--- src/rtl/adder_arbiter_if.sv ---
// Request/response bundle for adder_arbiter.
// The master side (requesters plus the result consumer) drives the operands
// and resp_ready. The slave side (the shared adder) drives the accept strobe
// and the registered result.
interface adder_arbiter_if #(
  parameter int N = 3,
  parameter int W = 4
);
  localparam int IW = (N > 1) ? $clog2(N) : 1;

  logic [N-1:0]   req_valid;
  logic [N*W-1:0] req_a;
  logic [N*W-1:0] req_b;
  logic [N-1:0]   req_ready;
  logic           resp_valid;
  logic           resp_ready;
  logic [IW-1:0]  resp_id;
  logic [W-1:0]   resp_sum;
  logic           resp_carry;

  modport master (
    output req_valid, req_a, req_b, resp_ready,
    input  req_ready, resp_valid, resp_id, resp_sum, resp_carry
  );

  modport slave (
    input  req_valid, req_a, req_b, resp_ready,
    output req_ready, resp_valid, resp_id, resp_sum, resp_carry
  );
endinterface

--- src/rtl/adder_arbiter.sv ---
// One W-bit adder shared round-robin among N requesters.
// A single operation is in flight at a time. Each operation goes through
// IDLE (grant and latch operands), COMPUTE (register the sum) and RESPOND
// (hold the result until the consumer takes it).
module adder_arbiter #(
  parameter int N = 3,
  parameter int W = 4
) (
  input logic            clock,
  input logic            reset,
  adder_arbiter_if.slave bus
);
  localparam int IW = (N > 1) ? $clog2(N) : 1;

  typedef enum logic [1:0] {IDLE, COMPUTE, RESPOND} state_t;

  state_t         state;
  logic [IW-1:0]  rr_ptr;
  logic [IW-1:0]  rr_next;
  logic [W-1:0]   op_a;
  logic [W-1:0]   op_b;
  logic [IW-1:0]  op_id;
  logic [W:0]     sum_full;

  logic [2*N-1:0] dbl_valid;
  logic [N-1:0]   rot_valid;
  logic           grant_any;
  int             grant_off;
  int             grant_idx;
  logic [IW-1:0]  grant_id;
  logic           accept;
  logic [W-1:0]   sel_a;
  logic [W-1:0]   sel_b;
  logic [N-1:0]   req_ready_c;

  logic           resp_valid_q;
  logic [W-1:0]   resp_sum_q;
  logic           resp_carry_q;
  logic [IW-1:0]  resp_id_q;

  // Rotate the request vector so that bit 0 lines up with rr_ptr; the first
  // set bit of the rotated vector is then the round-robin winner.
  assign dbl_valid = {bus.req_valid, bus.req_valid} >> rr_ptr;
  assign rot_valid = dbl_valid[N-1:0];

  // Priority search from rr_ptr upward with wrap; maps the offset back to an index.
  always_comb begin
    // NOTE: every variable gets a default before any conditional assignment, so no latch is inferred.
    grant_any = 1'b0;
    grant_off = 0;
    for (int j = N - 1; j >= 0; j--) begin
      if (rot_valid[j]) begin
        grant_any = 1'b1;
        grant_off = j;
      end
    end
    grant_idx = int'(rr_ptr) + grant_off;
    if (grant_idx >= N) grant_idx = grant_idx - N;
    grant_id = IW'(grant_idx);
  end

  // Accept only from IDLE and never while reset is asserted, so the strobe
  // drops together with the asynchronous reset rather than at the next edge.
  assign accept = !reset && (state == IDLE) && grant_any;

  // One-hot accept strobe and operand mux for the granted requester.
  always_comb begin
    sel_a       = '0;
    sel_b       = '0;
    req_ready_c = '0;
    for (int i = 0; i < N; i++) begin
      if (IW'(i) == grant_id) begin
        sel_a          = bus.req_a[i*W +: W];
        sel_b          = bus.req_b[i*W +: W];
        req_ready_c[i] = accept;
      end
    end
  end

  // Round-robin pointer successor: one past the requester just served.
  always_comb begin
    int nxt;
    nxt = int'(op_id) + 1;
    if (nxt >= N) nxt = 0;
    rr_next = IW'(nxt);
  end

  // Sum at W+1 bits so wrap-around surfaces as a carry, never as an error.
  assign sum_full = {1'b0, op_a} + {1'b0, op_b};

  // Control FSM with the operand and result registers.
  always_ff @(posedge clock or posedge reset) begin
    if (reset) begin
      // NOTE: the operand registers are reset too, so the datapath never carries X out of reset.
      state        <= IDLE;
      rr_ptr       <= '0;
      op_a         <= '0;
      op_b         <= '0;
      op_id        <= '0;
      resp_valid_q <= 1'b0;
      resp_sum_q   <= '0;
      resp_carry_q <= 1'b0;
      resp_id_q    <= '0;
    end else begin
      // NOTE: non-blocking assignments make every register update from pre-edge values.
      case (state)
        IDLE: begin
          if (accept) begin
            op_a  <= sel_a;
            op_b  <= sel_b;
            op_id <= grant_id;
            state <= COMPUTE;
          end
        end
        COMPUTE: begin
          resp_sum_q   <= sum_full[W-1:0];
          resp_carry_q <= sum_full[W];
          resp_id_q    <= op_id;
          resp_valid_q <= 1'b1;
          state        <= RESPOND;
        end
        RESPOND: begin
          if (bus.resp_ready) begin
            resp_valid_q <= 1'b0;
            rr_ptr       <= rr_next;
            state        <= IDLE;
          end
        end
        default: state <= IDLE;
      endcase
    end
  end

  assign bus.req_ready  = req_ready_c;
  assign bus.resp_valid = resp_valid_q;
  assign bus.resp_sum   = resp_sum_q;
  assign bus.resp_carry = resp_carry_q;
  assign bus.resp_id    = resp_id_q;
endmodule

--- src/flat_wrapper.sv ---
// flat-port wrapper written by rule: the top's interface ports become plain ports
module adder_arbiter_flat 
#(
  parameter int N = 3,
  parameter int W = 4
)
  (clock, reset, bus_req_valid, bus_req_a, bus_req_b, bus_resp_ready, bus_req_ready, bus_resp_valid, bus_resp_id, bus_resp_sum, bus_resp_carry);
  adder_arbiter_if #(.N(N), .W(W)) bus_i ();
  input logic clock;
  input logic reset;
  input wire logic [$bits(bus_i.req_valid)-1:0] bus_req_valid;
  input wire logic [$bits(bus_i.req_a)-1:0] bus_req_a;
  input wire logic [$bits(bus_i.req_b)-1:0] bus_req_b;
  input wire logic [$bits(bus_i.resp_ready)-1:0] bus_resp_ready;
  output wire logic [$bits(bus_i.req_ready)-1:0] bus_req_ready;
  output wire logic [$bits(bus_i.resp_valid)-1:0] bus_resp_valid;
  output wire logic [$bits(bus_i.resp_id)-1:0] bus_resp_id;
  output wire logic [$bits(bus_i.resp_sum)-1:0] bus_resp_sum;
  output wire logic [$bits(bus_i.resp_carry)-1:0] bus_resp_carry;
  assign bus_i.req_valid = bus_req_valid;
  assign bus_i.req_a = bus_req_a;
  assign bus_i.req_b = bus_req_b;
  assign bus_i.resp_ready = bus_resp_ready;
  assign bus_req_ready = bus_i.req_ready;
  assign bus_resp_valid = bus_i.resp_valid;
  assign bus_resp_id = bus_i.resp_id;
  assign bus_resp_sum = bus_i.resp_sum;
  assign bus_resp_carry = bus_i.resp_carry;
  adder_arbiter #(.N(N), .W(W)) u_core (.clock(clock), .reset(reset), .bus(bus_i));
endmodule
--- config.mk ---
export PLATFORM = sky130hd
export DESIGN_NAME = adder_arbiter_flat
export DESIGN_NICKNAME = d
export VERILOG_FILES = /design/src/rtl/adder_arbiter_if.sv /design/src/rtl/adder_arbiter.sv /design/src/flat_wrapper.sv
export SDC_FILE = /design/constraint.sdc
export NUM_CORES = 1
export LEC_CHECK = 0
export CELL_PAD_IN_SITES_DETAIL_PLACEMENT = 1
export CELL_PAD_IN_SITES_GLOBAL_PLACEMENT = 1
export CORE_AREA = 8 8 73 75
export DETAILED_ROUTE_END_ITERATION = 10
export DIE_AREA = 0 0 81 83
export GPL_TIMING_DRIVEN = 0
export PLACE_DENSITY_LB_ADDON = 0.1
export SLEW_MARGIN = 40
export SYNTH_ARGS = -nofsm -noshare
export SYNTH_HDL_FRONTEND = slang
export SYNTH_SLANG_ARGS = --single-unit
--- constraint.sdc ---
create_clock -name clock -period 4.47 [get_ports clock]
set_input_delay 0.6705 -clock clock [delete_from_list [all_inputs] [get_ports clock]]
set_output_delay 0.6705 -clock clock [all_outputs]
set_load 0.01 [all_outputs]
==> results_tabular.tex <==
\begin{tabular}{lr}
\hline
Metric & Value \\
\hline
\multicolumn{2}{l}{\textbf{Synthesis}} \\
Post-Syn Area per Cell & 8.930 um\^{}2 \\
Share of synthesized area spent on multiplexers & 3.297\% \\
Xor and xnor area share after synthesis & 1.282\% \\
Largest family of logic cells by synthesized area & compound AO/OA/AOI/OAI gates \\
Post-synth EDFFs & 0 \\
Post-synthesis net count & 191 \\
Dominant cell type by area after synthesis & sky130\_fd\_sc\_hd\_\_dfrtp\_1 \\
Top-area cell type share of the netlist area & 40.29\% \\
Simple-gate portion of the synthesized area & 20.15\% \\
Number of different library cells in the post-synthesis netlist & 34 \\
Top-count cell post-synth & sky130\_fd\_sc\_hd\_\_dfrtp\_1 \\
Number of synthesized register bits & 22 \\
Main flop type after synthesis & sky130\_fd\_sc\_hd\_\_dfrtp\_1 \\
Top cells by area, synth & sky130\_fd\_sc\_hd\_\_dfrtp\_1 (40\%), sky130\_fd\_sc\_hd\_\_o21ai\_0 (5.9\%), sky130\_fd\_sc\_hd\_\_a21o\_1 (5.5\%) \\
Synth Instances & 153 \\
Most instantiated cells after synthesis & sky130\_fd\_sc\_hd\_\_dfrtp\_1 (22), sky130\_fd\_sc\_hd\_\_o21ai\_0 (16), sky130\_fd\_sc\_hd\_\_nand2\_1 (15) \\
FFs w/ async S/R, synth & 100.0\% \\
Share of the yosys chip area belonging to registers & 40.29\% \\
Combined area of all synthesized cells & 1366 um\^{}2 \\
Adder and majority cell fraction of the synthesized area & 8.425\% \\
Synth Area in Compound Gates & 22.07\% \\
Yosys warnings & 0 \\
\multicolumn{2}{l}{\textbf{Outcome}} \\
Result of the run & completed \\
\multicolumn{2}{l}{\textbf{Floorplanning}} \\
Area of the placeable core & 4204 um\^{}2 \\
Effective utilization at floorplan & 32.50\% \\
Die extent in x & 81 um \\
DIE AREA & 6723 um\^{}2 \\
Number of placement rows & 24 \\
I/O pin cnt & 41 \\
Die Ht & 83 um \\
\multicolumn{2}{l}{\textbf{CTS}} \\
TritonCTS sink count & 22 \\
CTS max path bufs & 2 \\
Post-CTS setup buffer count & 0 \\
Hold buffer count at cts & 0 \\
Clock insertion delay at the later pin of the skew report & 0.26 ns \\
Root Buffer & sky130\_fd\_sc\_hd\_\_clkbuf\_8 \\
H-tree Lvls & 1 \\
Clock input transition at the sequential cells of the worst setup and hold paths & 0.08 ns \\
Clock tree from TritonCTS & built \\
Number of buffers inserted during clock tree synthesis & 3 \\
\multicolumn{2}{l}{\textbf{Drt}} \\
1st-pass router iterations & 4 \\
Routed wirelength normalized by instance count & 15.60 um \\
Aggregate routed wire length & 3869 um \\
Routed via count & 1263 \\
Routed vias/inst & 5.093 \\
Remaining routing DRC violations & 0 \\
Iteration-0 DRC Markers & 55 \\
Remaining antenna violation count after routing & 0 \\
\multicolumn{2}{l}{\textbf{STA}} \\
Worst-margin pin slew & 0.5847 ns \\
Unrepaired setup endpoints after global routing & no \\
Number of setup violations in the final report & 0 \\
Final Slew Violations & 0 \\
Maximum clock rate & 230.6 MHz \\
Worst Clk Skew & 0.002447 ns \\
Endpoints failing hold & 0 \\
Worst slew margin & 60.66\% \\
Final Critical Period & 4.336 ns \\
Fraction of the cycle the final worst path needs & 97.01\% \\
\multicolumn{2}{l}{\textbf{Worst setup path}} \\
Stages on the worst setup path & 13 \\
Slack of the worst reg-to-reg path & 1.25 ns \\
Critical-path top delay cell & sky130\_fd\_sc\_hd\_\_fa\_2 \\
Count of buffering cells on the critical path with inverters included & 3 \\
Launch instance of the worst register-to-register path & u\_core.rr\_ptr[1] \\
Crit end category & primary output \\
Worst setup SP type & primary input \\
Data arrival time at the worst-slack endpoint & 3.67 ns \\
Maximum cell stage delay along the critical path & 0.50 ns \\
Worst setup path startpoint & bus\_req\_valid[2] \\
Worst endpoint required time & 3.80 ns \\
Largest driver fanout on the critical path & 10 \\
Family of cells with the greatest summed delay on the critical path & buffers and inverters \\
Register-to-Register Path Depth & 13 \\
Start-to-end type of the worst setup path & primary input to primary output \\
Critical path's most frequent cell & sky130\_fd\_sc\_hd\_\_nor2\_1 \\
Worst R2R End & u\_core.op\_b[3] \\
Crit path cell chain & dlygate4sd2\_1, nand2b\_1, nor2\_1, a211oi\_1, a21oi\_1, ha\_1, fa\_2, ha\_4, or3\_1, a21oi\_4, buf\_6, nor2\_1, clkdlybuf4s50\_1 \\
Worst setup path end & bus\_req\_ready[0] \\
\multicolumn{2}{l}{\textbf{Layout}} \\
Area added between synthesis and finish & 41.30\% \\
Count of non-filler cells in the finished layout & 248 \\
Net count reported at finish & 235 \\
Filler cell count & 514 \\
Utilization after layout & 45.92\% \\
\# diodes & 0 \\
Fraction of final layout cells sized beyond drive strength 1 & 10.71\% \\
\multicolumn{2}{l}{\textbf{Power}} \\
Worst ir drop on vdd & 0.3303 mV \\
Power per cell area & 845.9 nW/um\^{}2 \\
Leak pwr & 0.8343 nW \\
Total power consumption of the routed design & 1.633 mW \\
\multicolumn{2}{l}{\textbf{GRT}} \\
Wire length of the first global-routing pass & 6568 um \\
Number of antenna violations at the first check in global routing & 0 \\
Pin count of the biggest net entering global routing & 23 \\
Vias in the first global route & 1415 \\
Global routing usage summed across all routing layers & 11.81\% \\
Grt ovf & 0 \\
\multicolumn{2}{l}{\textbf{Place}} \\
DPL Wire Length & 3082 um \\
Port-buffer cells & 40 \\
Global placement routability congestion & 0.7576 \\
Placed insts & 245 \\
\multicolumn{2}{l}{\textbf{Min path}} \\
Worst min path class & register to register \\
\multicolumn{2}{l}{\textbf{Job}} \\
Max-capacitance violation count & 0 \\
\hline
\end{tabular}
[registers in the layout (all words and copies together), names as in the netlist]
register	flops
u_core.bus.resp_sum	4
u_core.op_a	4
u_core.op_b	4
u_core.bus.resp_id	2
u_core.op_id	2
u_core.rr_ptr	2
u_core.state	2
u_core.bus.resp_carry	1
u_core.bus.resp_valid	1
[per-stage QoR]
stage / setup TNS [ns] / area [um^2] / hold WS (ns) / setup WS [ns]
final: 0 / 1931 / 0.4809 / 0.1336
after CTS: 0 / 1918 / 0.4879 / 0.07269
after global placement: -1.263 / 1832 / 0.4598 / -0.5073
after floorplan: 0 / 1366 / 0.4594 / 0.7999
after global routing: 0 / 1931 / 0.5284 / 0.01414
after detailed placement: -1.752 / 1832 / 0.4698 / -0.6634
[layout by cell type (no fill, tap or decap), types with 2 or more instances in the layout]
cell | synthesis | final
sky130_fd_sc_hd__o21ai_0 | 16 | 14
sky130_fd_sc_hd__xor2_1 | 2 | 2
sky130_fd_sc_hd__mux2_2 | 4 | 4
sky130_fd_sc_hd__nand3b_1 | 2 | 2
sky130_fd_sc_hd__dfrtp_1 | 22 | 22
sky130_fd_sc_hd__a31oi_1 | 8 | 8
sky130_fd_sc_hd__nor2_1 | 12 | 11
sky130_fd_sc_hd__a21oi_1 | 7 | 7
sky130_fd_sc_hd__clkdlybuf4s50_1 | 0 | 35
sky130_fd_sc_hd__clkbuf_8 | 0 | 4
sky130_fd_sc_hd__a21o_1 | 10 | 10
sky130_fd_sc_hd__inv_1 | 8 | 7
sky130_fd_sc_hd__nand2_1 | 15 | 15
sky130_fd_sc_hd__clkbuf_1 | 5 | 4
sky130_fd_sc_hd__nand3_1 | 10 | 10
sky130_fd_sc_hd__dlygate4sd2_1 | 0 | 5
sky130_fd_sc_hd__nand2b_1 | 4 | 4
sky130_fd_sc_hd__nor3b_1 | 2 | 2
sky130_fd_sc_hd__ha_1 | 6 | 5
[power by group]
part / internal, mW / leakage (nW) / switching [mW]
registers: 0.297 / 0.262 / 0.0753
logic: 0.520 / 0.543 / 0.601
clock network: 0.0784 / 0.0288 / 0.0605
[worst reg2reg max path: cells and delay by family, from the launching register on]
kind / cells / cell delay, ns
flip-flops: 1 / 0.40
adder cells (fa/ha/maj): 3 / 0.91
AO/OA/AOI/OAI: 4 / 0.41
AND/OR/NAND/NOR: 3 / 0.76
buffers and inverters: 3 / 0.61
[cells by family after synthesis]
group	Yosys count
xor+xnor	2
flops	22
fa+ha+maj	8
mux	4
buf+inv	15
compound gates	48
simple gates	54
[metal layers]
layer,share of wire [%],up-vias,global-route usage (%)
met5,0,-,0
met4,0.72,0,4.878
met3,4.6,2,2.371
met2,51,28,20.22
met1,43,605,13.70
li1,-,628,-
[worst min-delay path by stage]
stage | from | slack (ns) | endpoint | depth (start not counted)
after global placement | u_core.bus.resp_sum[2] | 0.46 | u_core.bus.resp_sum[2] | 2
final | u_core.bus.resp_sum[3] | 0.48 | u_core.bus.resp_sum[3] | 2
after CTS | u_core.bus.resp_sum[3] | 0.49 | u_core.bus.resp_sum[3] | 2
after floorplan | u_core.op_id[1] | 0.46 | u_core.rr_ptr[0] | 1
after detailed placement | u_core.bus.resp_sum[3] | 0.47 | u_core.bus.resp_sum[3] | 2
after global routing | u_core.bus.resp_sum[3] | 0.53 | u_core.bus.resp_sum[3] | 2
[final cells by class]
cell class	count	area, um^2	area share, %
multi-input combinational	116	804.5	41.67
sequential	22	550.5	28.52
timing repair buffer	40	394.1	20.41
tap	52	65.06	3.370
clock buffer	4	55.05	2.852
buffer	6	31.28	1.620
inverter	8	30.03	1.555
[repair_timing]
action / CTS / global route
endpoints found under the setup margin: 3 / 1
pin swaps: 2 / 0
resized for setup: 15 / 3
endpoints found under the hold margin: 0 / 0
Note: power is estimated with default switching activity, not from simulation.
==> patch: new RTL, same flow settings <==
`N` is set to 3 in 3 places; all go to 6.
--- a/src/rtl/adder_arbiter_if.sv
+++ b/src/rtl/adder_arbiter_if.sv
@@ -5,3 +5,3 @@
 interface adder_arbiter_if #(
-  parameter int N = 3,
+  parameter int N = 6,
   parameter int W = 4
--- a/src/rtl/adder_arbiter.sv
+++ b/src/rtl/adder_arbiter.sv
@@ -5,3 +5,3 @@
 module adder_arbiter #(
-  parameter int N = 3,
+  parameter int N = 6,
   parameter int W = 4
--- a/src/flat_wrapper.sv
+++ b/src/flat_wrapper.sv
@@ -3,3 +3,3 @@
 #(
-  parameter int N = 3,
+  parameter int N = 6,
   parameter int W = 4
Ports: changed (5 resized); port bits go from 41 to 72. No check against the original RTL was run, so the function may have changed too.
==> patch against the unedited design <==
- the run now fails in 3_3_place_gp
- synthesized area increased by 87%
- synthesized cell count increased by 110%
==> patch: results (changes against the unedited design) <==
ys_top_cells_by_area: "dfrtp_1, o21ai_0, mux2i_1, ha_1, nand2_1"  # was dfrtp_1, o21ai_0, a21o_1, ha_1, nand2_1
synth_cell_type_count: 54  # was 34
syn_inst: 319  # was 153
firstError: "[ERROR FLW-0024] Place density exceeds 1.0 (current PLACE_DENSITY_LB_ADDON =  0.1). Please check if the value of  PLACE_DENSITY_LB_ADDON is between 0 and 0.99."
ys_warn_count: 0  # unchanged
status: "aborted with a tool error"  # was complete, no violations
synth_nets: 387  # was 191
haltStage: "3_3_place_gp"
synth_common_cells: "o21ai_0, nand2_1, dfrtp_1, nor2_1, a21oi_1"  # was dfrtp_1, o21ai_0, nand2_1, nor2_1
async_reset_ff_share_pct: 100  # unchanged
die_x_um: 81  # unchanged
yosysSeqAreaShare_pct: 24.5  # was 40.3%
synthFlopType: "dfrtp_1"  # unchanged
synth-seq-cells: 25  # was 22
port-buffer-count: 70  # was 40
## patch: changes by cell type after synthesis, sizes merged, moves of 6 or more
cell,change
a21o,-6
clkbuf,+6
o21ai,+15
buf,+12
nand4,+11
a2111oi,+9
nor2,+8
nor3,+15
nand2,+11
a21oi,+10
mux2i,+15
## patch: kinds of logic after synthesis
group           synth area share (%)
buf+inv                         6.56
fa+ha+maj                       7.93
mux                             10.1
compound gates                  29.1
simple gates                    19.7
xor+xnor                        2.06
flops                           24.5
